$ cat src/rtl/mine_game_pkg.sv
// Shared types and constants for the minesweeper game sequencer.
// FSM state codes, move directions, board geometry and the LED encoding of the state.
package mine_game_pkg;

  localparam int CELLS = 64;
  localparam int IDX_W = 6;

  typedef logic [3:0] state_t;

  localparam state_t S_IDLE  = 4'd0;
  localparam state_t S_CLEAR = 4'd1;
  localparam state_t S_FIRST = 4'd2;
  localparam state_t S_GEN   = 4'd3;
  localparam state_t S_LOAD  = 4'd4;
  localparam state_t S_STEP  = 4'd5;
  localparam state_t S_DRAW  = 4'd6;
  localparam state_t S_PLAY  = 4'd7;
  localparam state_t S_WON   = 4'd8;
  localparam state_t S_LOST  = 4'd9;

  localparam logic [1:0] DIR_RIGHT = 2'd0;
  localparam logic [1:0] DIR_LEFT  = 2'd1;
  localparam logic [1:0] DIR_DOWN  = 2'd2;
  localparam logic [1:0] DIR_UP    = 2'd3;

  typedef enum logic [1:0] {EV_NONE, EV_STEP, EV_FLAG, EV_MOVE} ev_t;

  // LEDs: {game over, lost or pre-play (FIRST..STEP), sequencer busy}
  function automatic logic [2:0] state_leds(input state_t s);
    logic over;
    logic lost_pre;
    logic busy;
    over     = (s == S_WON) || (s == S_LOST);
    lost_pre = (s == S_LOST) || (s == S_FIRST) || (s == S_GEN) ||
               (s == S_LOAD) || (s == S_STEP);
    busy     = (s == S_CLEAR) || (s == S_GEN) || (s == S_LOAD) ||
               (s == S_STEP) || (s == S_DRAW);
    return {over, lost_pre, busy};
  endfunction

endpackage

$ cat src/rtl/btn_edge.sv
// Two-flop synchroniser plus registered rising-edge detect for one raw button.
// Latency 3 cycles from raw edge to a one-cycle evt_o pulse; no backpressure.
module btn_edge (
  input  logic clk,
  input  logic resetn,
  input  logic btn_i,
  output logic evt_o
);

  logic s1_q, s2_q, s3_q, evt_q;

  always_ff @(posedge clk or negedge resetn) begin
    if (!resetn) begin
      s1_q  <= 1'b0;
      s2_q  <= 1'b0;
      s3_q  <= 1'b0;
      evt_q <= 1'b0;
    end else begin
      s1_q  <= btn_i;
      s2_q  <= s1_q;
      s3_q  <= s2_q;
      evt_q <= s2_q & ~s3_q;
    end
  end

  assign evt_o = evt_q;

endmodule

$ cat src/rtl/mine_game_ctrl.sv
// Game sequencer: button events to datapath load pulses, mine generation, redraw handshake, win/lose.
// Pulses are one cycle, combinational from state and registered events; DRAW stalls until draw_ack.
module mine_game_ctrl
  import mine_game_pkg::*;
#(
  parameter int NUM_MINES = 10
) (
  input  logic             clk,
  input  logic             resetn,
  input  logic             start,
  input  logic             btn_step,
  input  logic             btn_flag,
  input  logic             btn_move,
  input  logic [1:0]       move_dir,
  input  logic [IDX_W-1:0] pos_idx,
  input  logic [IDX_W-1:0] rnd,
  input  logic             win,
  input  logic             lose,
  input  logic             draw_ack,
  output logic             lfsr_en,
  output logic             ld_mm,
  output logic [CELLS-1:0] mm_in,
  output logic             ld_fm,
  output logic             ld_sm,
  output logic             mv,
  output logic [1:0]       dir,
  output logic             draw_req,
  output logic [2:0]       state_o
);

  localparam logic [IDX_W-1:0] MINES_TGT = IDX_W'(NUM_MINES);

  logic start_evt, step_evt, flag_evt, move_evt;

  btn_edge u_start (.clk(clk), .resetn(resetn), .btn_i(start),    .evt_o(start_evt));
  btn_edge u_step  (.clk(clk), .resetn(resetn), .btn_i(btn_step), .evt_o(step_evt));
  btn_edge u_flag  (.clk(clk), .resetn(resetn), .btn_i(btn_flag), .evt_o(flag_evt));
  btn_edge u_move  (.clk(clk), .resetn(resetn), .btn_i(btn_move), .evt_o(move_evt));

  state_t           st_q, st_d, ret_q, ret_d;
  logic             chk_q, chk_d;
  logic [CELLS-1:0] acc_q, acc_d, mm_q, mm_d;
  logic [IDX_W-1:0] cnt_q, cnt_d;
  ev_t              ev;

  // start wins outright; only one lower-priority event survives per cycle
  always_comb begin
    ev = EV_NONE;
    if (!start_evt) begin
      if (step_evt)      ev = EV_STEP;
      else if (flag_evt) ev = EV_FLAG;
      else if (move_evt) ev = EV_MOVE;
    end
  end

  always_comb begin
    st_d     = st_q;
    ret_d    = ret_q;
    chk_d    = 1'b0;
    acc_d    = acc_q;
    cnt_d    = cnt_q;
    mm_d     = mm_q;
    mm_in    = mm_q;
    ld_mm    = 1'b0;
    ld_fm    = 1'b0;
    ld_sm    = 1'b0;
    mv       = 1'b0;
    dir      = 2'd0;
    lfsr_en  = 1'b0;
    draw_req = 1'b0;
    case (st_q)
      S_IDLE, S_WON, S_LOST: ;
      S_CLEAR: begin
        ld_mm = 1'b1;
        mm_in = '0;
        mm_d  = '0;
        acc_d = '0;
        cnt_d = '0;
        st_d  = S_FIRST;
      end
      S_FIRST: begin
        if (ev == EV_STEP) begin
          st_d = S_GEN;
        end else if (ev == EV_MOVE) begin
          mv    = 1'b1;
          dir   = move_dir;
          ret_d = S_FIRST;
          st_d  = S_DRAW;
        end
      end
      S_GEN: begin
        lfsr_en = 1'b1;
        // the first stepped cell and already-placed cells are never accepted
        if (rnd != pos_idx && !acc_q[rnd]) begin
          acc_d[rnd] = 1'b1;
          cnt_d      = cnt_q + 1'b1;
          if (cnt_d == MINES_TGT) st_d = S_LOAD;
        end
      end
      S_LOAD: begin
        ld_mm = 1'b1;
        mm_in = acc_q;
        mm_d  = acc_q;
        st_d  = S_STEP;
      end
      S_STEP: begin
        ld_sm = 1'b1;
        ret_d = S_PLAY;
        st_d  = S_DRAW;
      end
      S_DRAW: begin
        draw_req = !start_evt;
        if (draw_ack) begin
          st_d  = ret_q;
          chk_d = (ret_q == S_PLAY);
        end
      end
      S_PLAY: begin
        if (chk_q && lose) begin
          st_d = S_LOST;
        end else if (chk_q && win) begin
          st_d = S_WON;
        end else if (ev != EV_NONE) begin
          ld_sm = (ev == EV_STEP);
          ld_fm = (ev == EV_FLAG);
          mv    = (ev == EV_MOVE);
          dir   = (ev == EV_MOVE) ? move_dir : 2'd0;
          ret_d = S_PLAY;
          st_d  = S_DRAW;
        end
      end
      default: st_d = S_IDLE;
    endcase
    if (start_evt && st_q != S_CLEAR) st_d = S_CLEAR;
  end

  always_ff @(posedge clk or negedge resetn) begin
    if (!resetn) begin
      st_q  <= S_IDLE;
      ret_q <= S_IDLE;
      chk_q <= 1'b0;
      acc_q <= '0;
      cnt_q <= '0;
      mm_q  <= '0;
    end else begin
      st_q  <= st_d;
      ret_q <= ret_d;
      chk_q <= chk_d;
      acc_q <= acc_d;
      cnt_q <= cnt_d;
      mm_q  <= mm_d;
    end
  end

  assign state_o = state_leds(st_q);

endmodule

$ cat config.mk
export PLATFORM = sky130hd
export DESIGN_NAME = mine_game_ctrl
export DESIGN_NICKNAME = d
export VERILOG_FILES = /design/src/rtl/mine_game_pkg.sv /design/src/rtl/btn_edge.sv /design/src/rtl/mine_game_ctrl.sv
export SDC_FILE = /design/constraint.sdc
export NUM_CORES = 1
export LEC_CHECK = 0
export ABC_CLOCK_PERIOD_IN_PS = 2100
export BUFFER_PORTS_ARGS = -buffer_cell sky130_fd_sc_hd__buf_2
export CAP_MARGIN = 5
export CORE_UTILIZATION = 40
export DETAILED_ROUTE_END_ITERATION = 10
export SYNTH_ARGS = -nofsm -noshare
export SYNTH_HDL_FRONTEND = slang
export SYNTH_HIERARCHICAL = 1
export SYNTH_SLANG_ARGS = --single-unit
$ cat constraint.sdc
create_clock -name clk -period 2.1 [get_ports clk]
set_input_delay 0.42 -clock clk [delete_from_list [all_inputs] [get_ports clk]]
set_output_delay 0.42 -clock clk [all_outputs]
set_load 0.01 [all_outputs]
==> impl_metrics.py <==
metrics = {
    "worst_setup_path": {
        "required_ns": 2.46,
        "arrival_ns": 2.85,
        "worstReg2RegEnd": "acc_q[27]",
        "cpLargestDelayFamily": "simple AND/OR/NAND/NOR gates",
        "reg2reg_slack_ns": -0.39,
        "crit_path_cell_trace": "mux4_2, and3b_1, a31oi_2, and4_4, nand4_1, buf_6, nor4_2, o21a_1",
        "endpoint_kind": "register",
        "r2r_cells": 8,
        "critPathMaxFanout": 13,
        "path_buf_inv": 1,
        "critPathMaxStageDelay_ns": 0.49,
        "crit_slowest_cell": "mux4_2",
        "start_kind": "register",
        "crit_type": "reg -> reg",
        "r2r-start": "acc_q[14]",
    },
    "logic_synthesis": {
        "synth_top_cell_by_area": "dfrtp_1",
        "async_reset_ff_frac": 1.00,
        "syn_area_per_cell_um2": 9.37,
        "seq_area_frac_synth": 0.530,
        "syn_nets": 816,
        "synth-seq-cells": 157,
        "synth_edf_count": 0,
        "yosys.cell_types.count": 58,
        "syn_inst": 791,
        "syn_area_mm2": 0.00741,
        "synth.top_cell.area_share": 0.530,
        "synthFlopType": "dfrtp_1",
        "synth.area.top_cells": "dfrtp_1 53%, nand2_1 7.6%, o21ai_0 5.5%",
        "synth_warnings": 6,
        "synth_common_cells": "157 x dfrtp_1, 151 x nand2_1, 82 x o21ai_0, 70 x nor2_1, 44 x clkbuf_1",
        "yosysMostFrequentCell": "dfrtp_1",
    },
    "die": {
        "core-area_mm2": 0.0181,
        "num_rows": 49,
        "dieArea_mm2": 0.0191,
        "io_pins": 98,
        "fp.dieH_um": 138,
        "start_util": 0.410,
        "fp.dieW_um": 138,
    },
    "power_and_ir_drop": {
        "ir_drop_mv": 0.770,
        "p_per_area_mw_per_mm2": 969,
        "p_leak_nw": 5.57,
    },
    "placement": {
        "gp_congestion": 0.891,
        "dpl-instance-area_mm2": 0.00934,
        "dp_hpwl_um": 15100,
        "port_buffers": 97,
    },
    "status": {
        "violations": "design-rule violations, negative setup slack",
        "status": "finished, violations left",
    },
    "sta": {
        "max_slew.worst_pin.slew_ns": 0.507,
        "fin_ws_ns": -0.391,
        "rsz0062_at_grt": "true",
        "timing.fmax_mhz": 401,
        "period_minus_slack_ns": 2.49,
        "final-setup-viol-count": 142,
        "skew_ns": 0.0152,
        "setup_tns_ns": -39.57,
        "whs_ns": 0.105,
        "fin_crit_sh": 1.19,
        "hold_viol_final": 0,
        "slew_viol_final": 0,
        "slew_headroom": 0.661,
    },
    "clock_network": {
        "cts-root-buf": "clkbuf_16",
        "clk_latency_ns": 0.43,
        "cts_buffers": 17,
        "clk_pin_slew_ns": 0.06,
        "clk_path_buf_depth": 2,
        "cts-htree-levels": 4,
        "clock-sinks": 157,
        "cts_tree": "built",
    },
    "detailed_routing": {
        "drtAntennaViolNets": 0,
        "dr.pass1.iters": 8,
        "via_per_inst": 5.53,
        "vias": 7061,
        "avgRoutedWirePerCell_um": 19.7,
        "drc_errors": 16,
        "wl_um": 25100,
        "drt_iter0_drc": 590,
    },
    "layout": {
        "antenna_cells": 0,
        "final_area_mm2": 0.0116,
        "final_nets": 1059,
        "drive_gt1_frac": 0.496,
        "area_growth_pct": 57.0,
    },
    "grt": {
        "antenna_found_initial": 0,
        "grtUsageTotal": 0.253,
        "grt_overflow": 0,
        "grt_pass1_wl_um": 37600,
        "grt_max_degree": 48,
        "grt_pass1_vias": 6727,
    },
    "min_path": {
        "holdPathStages": 1,
        "min_to": "u_flag/s1_q",
        "worstHoldStart": "btn_flag",
        "min_path_type": "in -> reg",
    },
    "run": {
        "maxCapViolations": 0,
    },
}
==> worst max path at each step <==
| stage | start | endpoint | slack (ns) | cells past startpoint |
|---|---|---|---|---|
| 2_1_floorplan | rnd[1] | st_q[2] | -0.32 | 9 |
| 3_3_place_gp | rnd[1] | st_q[2] | -0.62 | 9 |
| 3_5_place_dp | rnd[2] | acc_q[9] | -0.66 | 10 |
| 4_1_cts | st_q[0] | mm_in[51] | -0.32 | 7 |
| 5_1_grt | rnd[2] | acc_q[33] | -0.45 | 11 |
| 6_report | acc_q[14] | acc_q[27] | -0.39 | 8 |
==> layout make-up <==
| cell class | count | area (um^2) |
|---|---|---|
| timing repair buffer | 291 | 2570 |
| multi-input combinational | 558 | 4250 |
| fill | 1367 | 6450 |
| clock inverter | 11 | 92.6 |
| sequential | 157 | 3930 |
| clock buffer | 21 | 470 |
| tap | 229 | 287 |
| inverter | 9 | 33.8 |
==> report_power, final <==
part / leakage, nW / switching [mW] / internal, mW / total [mW]
sequential: 2.14 / 0.251 / 3.30 / 3.55
combinational: 3.17 / 2.61 / 2.18 / 4.79
clock: 0.267 / 1.23 / 1.71 / 2.94
==> cells in the final DEF, fill, tap and decap left out, types with 15 or more instances in the layout <==
| cell | n |
|---|---|
| dfrtp_1 | 154 |
| buf_4 | 136 |
| nand2_1 | 94 |
| buf_2 | 83 |
| nor2_1 | 65 |
| o21ai_2 | 41 |
| buf_6 | 35 |
| nand2_4 | 31 |
| nand2_2 | 26 |
| nor3_1 | 24 |
| o21a_1 | 23 |
| a21oi_1 | 21 |
| clkbuf_16 | 21 |
| a41oi_2 | 17 |
| buf_12 | 17 |
| o21ai_0 | 15 |
| mux2i_1 | 15 |
==> through the flow <==
stage	utilization	setup WS, ns	total power [mW]	std cells
2_1_floorplan	-	-0.320	5.28	791
3_3_place_gp	0.516	-0.621	6.64	1187
3_5_place_dp	0.516	-0.655	6.65	1187
4_1_cts	0.594	-0.324	10.3	1247
5_1_grt	0.643	-0.448	11.7	1276
6_report	0.643	-0.391	11.3	1276
==> state kept, by name, indices dropped and copies added (netlist names), 2 cells and up <==
signal / flops
st_q: 4
cnt_q: 6
mm_q: 64
acc_q: 64
ret_q: 2
==> layer usage <==
metal / track usage / vias to the layer above / part of all wire
met1: 0.365 / 3501 / 0.46
met5: 0 / - / 0
met4: 0.0881 / 0 / 0.020
met2: 0.388 / 246 / 0.47
li1: - / 3284 / -
met3: 0.0395 / 30 / 0.053
==> timing repair <==
item | 4_1_cts | 5_1_grt
hold buffers | 1 | 0
hold endpoints to repair | 42 | 0
pin swaps | 50 | 54
gates cloned | 9 | 7
setup buffers | 19 | 26
resized for setup | 117 | 153
setup endpoints to repair | 145 | 147
==> kinds of logic after synthesis <==
group | count (synthesis) | share of synthesized area
fa+ha+maj | 2 | 0.00338
simple gates | 325 | 0.201
buf+inv | 77 | 0.0441
compound gates | 198 | 0.171
mux | 25 | 0.0431
xor+xnor | 7 | 0.00827
flops | 157 | 0.530
(Power assumes the default switching activity.)
